**config.mk**
```make
export PLATFORM = sky130hd
export DESIGN_NAME = div_share_ctrl
export DESIGN_NICKNAME = d
export VERILOG_FILES = /design/src/rtl/div_pkg.sv /design/src/rtl/divider_4bit.sv /design/src/rtl/div_share_ctrl.sv
export SDC_FILE = /design/constraint.sdc
export NUM_CORES = 1
export LEC_CHECK = 0
export CAP_MARGIN = 20
export CORE_UTILIZATION = 50
export DETAILED_ROUTE_END_ITERATION = 8
export PLACE_DENSITY = 0.87
export SLEW_MARGIN = 5
export SYNTH_ARGS = -nofsm -noshare
export SYNTH_HDL_FRONTEND = slang
export SYNTH_SLANG_ARGS = --single-unit
```
**constraint.sdc**
```tcl
create_clock -name clk -period 12.6 [get_ports clk]
set_clock_uncertainty 0.1 [all_clocks]
set_input_delay 1.89 -clock clk [delete_from_list [all_inputs] [get_ports clk]]
set_output_delay 1.89 -clock clk [all_outputs]
set_load 0.1 [all_outputs]
```
**src/rtl/div_pkg.sv**
```systemverilog
// Shared types and constants for the shared-divider controller.
package div_pkg;
    localparam int WIDTH = 4;

    typedef enum logic [1:0] {
        ST_IDLE = 2'd0,
        ST_EXEC = 2'd1,
        ST_RESP = 2'd2
    } state_t;

    localparam logic [WIDTH-1:0] DIV0_QUOTIENT = {WIDTH{1'b1}};
    localparam logic ID_REQ0 = 1'b0;
    localparam logic ID_REQ1 = 1'b1;
endpackage

```
**src/rtl/divider_4bit.sv**
```systemverilog
// Combinational unsigned 4-bit divider; a zero divisor yields zeros (the controller overrides).
module divider_4bit
    import div_pkg::*;
(
    input  logic [WIDTH-1:0] dividend,
    input  logic [WIDTH-1:0] divisor,
    output logic [WIDTH-1:0] quotient,
    output logic [WIDTH-1:0] remainder
);
    always_comb begin
        quotient  = '0;
        remainder = '0;
        if (divisor != '0) begin
            quotient  = dividend / divisor;
            remainder = dividend % divisor;
        end
    end
endmodule

```
**src/rtl/div_share_ctrl.sv**
```systemverilog
// Round-robin front end time-sharing one divider_4bit between two requesters,
// with a tagged, back-pressured response register.
module div_share_ctrl
    import div_pkg::*;
#(
    parameter int unsigned EXEC_CYCLES = 1
) (
    input  logic             clk,
    input  logic             rst_n,
    input  logic             req0_valid,
    output logic             req0_ready,
    input  logic [WIDTH-1:0] req0_dividend,
    input  logic [WIDTH-1:0] req0_divisor,
    input  logic             req1_valid,
    output logic             req1_ready,
    input  logic [WIDTH-1:0] req1_dividend,
    input  logic [WIDTH-1:0] req1_divisor,
    output logic             rsp_valid,
    input  logic             rsp_ready,
    output logic [WIDTH-1:0] rsp_quotient,
    output logic [WIDTH-1:0] rsp_remainder,
    output logic             rsp_id,
    output logic             rsp_div0,
    output logic             busy
);
    localparam logic [3:0] CNT_LOAD = 4'(EXEC_CYCLES - 1);

    state_t           state;
    logic [WIDTH-1:0] op_dividend;
    logic [WIDTH-1:0] op_divisor;
    logic             op_id;
    logic             last_grant;
    logic [3:0]       cnt;
    logic [WIDTH-1:0] div_quotient;
    logic [WIDTH-1:0] div_remainder;
    logic             grant;

    divider_4bit u_divider (
        .dividend  (op_dividend),
        .divisor   (op_divisor),
        .quotient  (div_quotient),
        .remainder (div_remainder)
    );

    // A tie goes to whoever did not win last; last_grant resets to 1 so req0 wins first.
    always_comb begin
        grant = ID_REQ0;
        if (req0_valid && req1_valid) begin
            grant = ~last_grant;
        end else if (req1_valid) begin
            grant = ID_REQ1;
        end
    end

    assign req0_ready = (state == ST_IDLE) && req0_valid && (grant == ID_REQ0);
    assign req1_ready = (state == ST_IDLE) && req1_valid && (grant == ID_REQ1);
    assign busy       = (state != ST_IDLE);

    always_ff @(posedge clk or negedge rst_n) begin
        if (!rst_n) begin
            state         <= ST_IDLE;
            op_dividend   <= '0;
            op_divisor    <= '0;
            op_id         <= ID_REQ0;
            last_grant    <= ID_REQ1;
            cnt           <= '0;
            rsp_valid     <= 1'b0;
            rsp_quotient  <= '0;
            rsp_remainder <= '0;
            rsp_id        <= 1'b0;
            rsp_div0      <= 1'b0;
        end else begin
            unique case (state)
                ST_IDLE: begin
                    if (req0_ready || req1_ready) begin
                        op_dividend <= req1_ready ? req1_dividend : req0_dividend;
                        op_divisor  <= req1_ready ? req1_divisor : req0_divisor;
                        op_id       <= grant;
                        last_grant  <= grant;
                        cnt         <= CNT_LOAD;
                        state       <= ST_EXEC;
                    end
                end
                ST_EXEC: begin
                    if (cnt != '0) begin
                        cnt <= cnt - 4'd1;
                    end else begin
                        rsp_valid <= 1'b1;
                        rsp_id    <= op_id;
                        if (op_divisor == '0) begin
                            rsp_quotient  <= DIV0_QUOTIENT;
                            rsp_remainder <= op_dividend;
                            rsp_div0      <= 1'b1;
                        end else begin
                            rsp_quotient  <= div_quotient;
                            rsp_remainder <= div_remainder;
                            rsp_div0      <= 1'b0;
                        end
                        state <= ST_RESP;
                    end
                end
                ST_RESP: begin
                    if (rsp_ready) begin
                        rsp_valid <= 1'b0;
                        state     <= ST_IDLE;
                    end
                end
                default: state <= ST_IDLE;
            endcase
        end
    end
endmodule

```
### Yosys cells after proc, flatten, opt, wreduce, memory -nomap -nowiden

Index checks and enable logic that the tools add are counted.

| storage, ports and cells | value |
|---|---|
| ROM bits | 0 |
| input bits | 21 |
| latch bits | 0 |
| output and inout port bits | 14 |
| bits in registers | 27 |
| word-level logic and storage cells | 60 |
| bits in writable memories | 0 |
| memories | 0 |

| operators by class | value |
|---|---|
| bitwise operators | 3 |
| mux-type cells | 19 |
| shift operators | 0 |
| equal/unequal tests | 6 |
| multipliers | 0 |
| add/subtract/negate cells | 1 |
| divide/modulo/power cells | 2 |
| reduce and logical (&&, ||, !) cells | 18 |
| magnitude comparators | 0 |

Operators with widths:

| operator | number |
|---|---|
| 2-to-1 mux 4 bit | 8 |
| AND reduction 3 bit | 3 |
| one-hot mux 4 bit (2 select lines) | 1 |
| nonzero test 4 bit | 2 |
| 2-to-1 mux 2 bit | 3 |
| != test 2 bit (second input constant) | 3 |
| one-hot mux 2 bit (3 select lines) | 1 |
| nonzero test 2 bit | 3 |
| logical AND 1 bit | 5 |
| 2-to-1 mux 1 bit | 5 |
| divider 4 x 4 -> 4 bit | 1 |
| zero test 4 bit | 1 |
| remainder unit 4 x 4 -> 4 bit | 1 |
| AND reduction 2 bit | 2 |
| subtractor 4 x 1 -> 4 bit (second input constant) | 1 |
| NOT 1 bit | 3 |
| == test 2 x 1 -> 1 bit (second input constant) | 1 |
| == test 2 bit (second input constant) | 1 |
| zero test 2 bit | 1 |
| != test 2 x 1 -> 1 bit (second input constant) | 1 |
| one-hot mux 1 bit (2 select lines) | 1 |
| logical OR 1 bit | 1 |

### Longest topological paths before layout

| logic depth | value |
|---|---|
| word-level depth | 7 |
| depth in mapped cells | 20 |
| gate-level depth less buffers | 20 |

### Cells and area by module

A second synthesis with hierarchy kept.

| second synthesis, totals | value |
|---|---|
| cell total of the unflattened synthesis | 183 |
| area total of the unflattened synthesis | 1819.2 um2 |

Modules (own cells, without submodules):

| module | cells an instance | seq. area each (um2) | instances | area an instance (um2) |
|---|---|---|---|---|
| div_share_ctrl | 119 | 676.9 | 1 | 1320.0 |
| divider_4bit | 64 | 0.0 | 1 | 499.2 |

### Least setup slack after synthesis

Ideal clock, no wire load.

| timing path | value |
|---|---|
| kind | input to output |
| start point | input req0_valid |
| end point | output req0_ready |
| path buffers | 0 |
| arrival time | 3.427 ns |
| slack | 7.183 ns |
| stages | 2 |
| data required time | 10.610 ns |
| path through | nand2_1 -> a21oi_1 |

| on the way | value |
|---|---|
| longest elaborated chain between the ends | 4 |
| elaborated cells on any way between the ends | 5 |
| those cells by class | mux (1); bitwise (1); reduce/logical (3) |

RTL lines:

| item | RTL line | RTL |
|---|---|---|
| start, declared | div_share_ctrl.sv:10 | `input logic req0_valid,` |
| logical AND 1 bit | div_share_ctrl.sv:48 | `if (req0_valid && req1_valid) begin` |
| 2-to-1 mux 1 bit | div_share_ctrl.sv:48 |  |
| NOT 1 bit | div_share_ctrl.sv:55 | `assign req0_ready = (state == ST_IDLE) && req0_valid && (grant == ID_REQ0);` |
| logical AND 1 bit (*) | div_share_ctrl.sv:55 |  |
| end, declared | div_share_ctrl.sv:11 | `output logic req0_ready,` |

Mark *: on every way between the ends. The rest lies on a longest branch, timed or not.

### Worst setup path after layout

| timing path | value |
|---|---|
| start point | input req1_valid |
| end point | output req1_ready |

| on the way | value |
|---|---|
| longest elaborated chain between the ends | 3 |
| elaborated cells on any way between the ends | 5 |
| those cells by class | mux (2); reduce/logical (3) |

RTL lines:

| item | RTL line | RTL |
|---|---|---|
| start, declared | div_share_ctrl.sv:14 | `input logic req1_valid,` |
| 2-to-1 mux 1 bit / logical AND 1 bit (equally long branches) | div_share_ctrl.sv:50, div_share_ctrl.sv:48 |  |
| 2-to-1 mux 1 bit | div_share_ctrl.sv:48 |  |
| logical AND 1 bit (*) | div_share_ctrl.sv:56 | `assign req1_ready = (state == ST_IDLE) && req1_valid && (grant == ID_REQ1);` |
| end, declared | div_share_ctrl.sv:15 | `output logic req1_ready,` |

Marks and branches as above.

==> impl_metrics.json <==
{
  "worst_slew_pin_slew_ns": 0.969,
  "gp_congestion": 0.855,
  "path_class": "in2out",
  "clock_path_buffers": 2,
  "fin_tns_setup_ns": 0,
  "start_kind": "primary input",
  "critPathCapture": "req1_ready",
  "antenna_found_initial": 0,
  "fin_crit_sh_pct": 48.0,
  "crit_chain": "clkdlybuf4s50_1 > nand2_1 > a21o_1 > inv_1 > clkdlybuf4s50_1",
  "grtUsageTotal_pct": 20.7,
  "die_area_um2": 3780,
  "min_path_cells": 2,
  "r2r_slack_ns": 7.62,
  "drtIter0Drc": 50,
  "die_x_um": 61.5,
  "cts_made_buffers": 3,
  "coreArea_um2": 3360,
  "cts_root_buffer": "clkbuf_4",
  "ctsResizeCount": 0,
  "fin_nets": 261,
  "crit_path_start": "req1_valid",
  "drive_gt1_share_pct": 9.33,
  "utilization_pct": 64.5,
  "drc": 0,
  "die_y_um": 61.5,
  "synthArstFlopShare_pct": 100,
  "syn_nets": 226,
  "seq_area_um2": 677,
  "crit_buf_inv": 3,
  "grt-ovfl-total": 0,
  "grt_pass1_vias": 1361,
  "setup_violations": 0,
  "yosys_warnings": 0,
  "final_common_cell": "clkdlybuf4s50_1",
  "slew_violations": 0,
  "cp.depth": 5,
  "n_fill_cell": 305,
  "syn-cell-area_um2": 1770,
  "rsz0062_at_grt": "false",
  "period_needed_ns": 6.05,
  "port_buffers": 34,
  "antenna_left": 0,
  "area_growth_pct": 22.8,
  "clk_latency_ns": 0.34,
  "most-common-layout-cells": "clkdlybuf4s50_1 (34), nand2_1 (26), dfrtp_1 (26), inv_1 (16), o21ai_0 (16)",
  "firstDrtPassIters": 4,
  "synth_cell_type_count": 48,
  "critPathMaxFanout": 10,
  "start_util_pct": 52.6,
  "r2r_cells": 18,
  "dpl.hpwl_um": 2660,
  "placementRows": 21,
  "yosys_register_bits": 27,
  "via_count": 1459,
  "postCtsSetupRepairBufs": 0,
  "end_kind": "primary output",
  "grt_max_degree": 28,
  "cp_top_family": "buffers and inverters",
  "path_common_cell": "clkdlybuf4s50_1",
  "post_drt_via_cell_ratio": 5.38,
  "ys_seq_area_share_pct": 38.3,
  "htreeDepth": 1,
  "synth-edff-count": 0,
  "cp_slowest_cell": "clkdlybuf4s50_1",
  "fmax_mhz": 165,
  "multiInputGateArea_um2": 997,
  "cap_viol_max_count": 0,
  "grt_pass1_wl_um": 5780,
  "wl_per_cell_um": 12.3,
  "path_clk_slew_ns": 0.16,
  "reg2reg_from": "op_divisor[0]",
  "hold_viol": 0,
  "synth.avg_cell_area_um2": 9.26,
  "max_stage_delay_ns": 1.13,
  "synthCells": 191,
  "io_pins": 35,
  "cp.required_ns": 10.61,
  "outcome": "completed",
  "antenna-diode-count": 0,
  "cts.sinks": 27,
  "cts_hold_buf": 0,
  "worst-endpoint-arrival_ns": 4.06,
  "max-slew-margin-rel_pct": 35.2,
  "r2r-end": "rsp_remainder[3]",
  "synth_ff_type": "dfrtp_1",
  "tritoncts": "done",
  "totalWireLength_um": 3330,
  "min_path_type": "reg2reg"
}
[registers in the layout (all words and copies together), names as in the netlist]
register	cells
last_grant	1
state	2
op_id	1
rsp_quotient	4
rsp_id	1
op_divisor	4
rsp_div0	1
op_dividend	4
rsp_remainder	4
cnt	4
rsp_valid	1
[tightest hold or removal path, cell delays in order, from the launching register on]
cell and delay [ns]:
dfrtp_1 0.37, nand2_1 0.05, o21ai_1 0.06
[synthesized netlist by cell type, types with 2 or more instances]
cell	number	area [um^2]
o21ai_1	8	40.0
a21oi_1	6	30.0
ha_1	13	163
nand3_1	3	15.0
nand2_1	26	97.6
mux2i_1	10	100
or3_1	2	12.5
a21o_1	2	15.0
a31oi_1	6	37.5
nor2b_1	2	12.5
nand2b_1	3	18.8
nor2_1	13	48.8
dfrtp_1	26	651
buf_2	3	15.0
inv_1	16	60.1
xor2_1	3	26.3
o21ai_2	2	17.5
nor3_2	2	20.0
o21ai_0	16	80.1
[metal layers]
layer	share of wire (%)	GRT usage [%]	up-vias	wire [um]
li1	-	-	739	-
met1	48	26.9	678	1600
met2	48	36.2	38	1590
met3	3.3	2.10	4	109
met4	1.0	6.98	0	35
met5	0	0	-	0
[worst min-delay path by stage]
stage                    start              end  slack, ns
6_report       rsp_quotient[0]  rsp_quotient[0]       0.41
5_1_grt                 rsp_id           rsp_id       0.44
4_1_cts                  op_id            op_id       0.42
3_5_place_dp             op_id            op_id       0.38
3_3_place_gp          rsp_div0         rsp_div0       0.37
2_1_floorplan            op_id           rsp_id       0.34
[through the flow]
step,area [um^2],std cells,hold slack [ns],setup slack [ns]
after floorplan,1770,191,0.339,7.18
after global placement,2140,267,0.367,6.58
after detailed placement,2140,267,0.380,6.55
after CTS,2170,271,0.416,6.54
after global routing,2170,271,0.436,6.46
final,2170,271,0.413,6.55
[logic make-up after synthesis]
group / after synthesis / synth area share [%]
AOI/OAI and AO/OA: 52 / 18.5
xor gates and xnor gates: 3 / 1.49
adders and majority gates: 14 / 10.3
buffers and inverters: 21 / 5.31
DFF: 27 / 38.3
muxes: 11 / 6.51
and+or+nand+nor: 63 / 19.5
[final cells by class]
class	instances	share of cell area, %
multi-input cells	143	45.9
clock buffers	3	1.04
inverters	16	2.77
flip-flops and latches	27	31.2
well taps	46	2.65
repair buffers	35	16.0
clock inverters	1	0.403
Power is left out: the tool's default activity adds up to more than one toggle a clock period on the data nets, which glitch-free logic cannot reach.
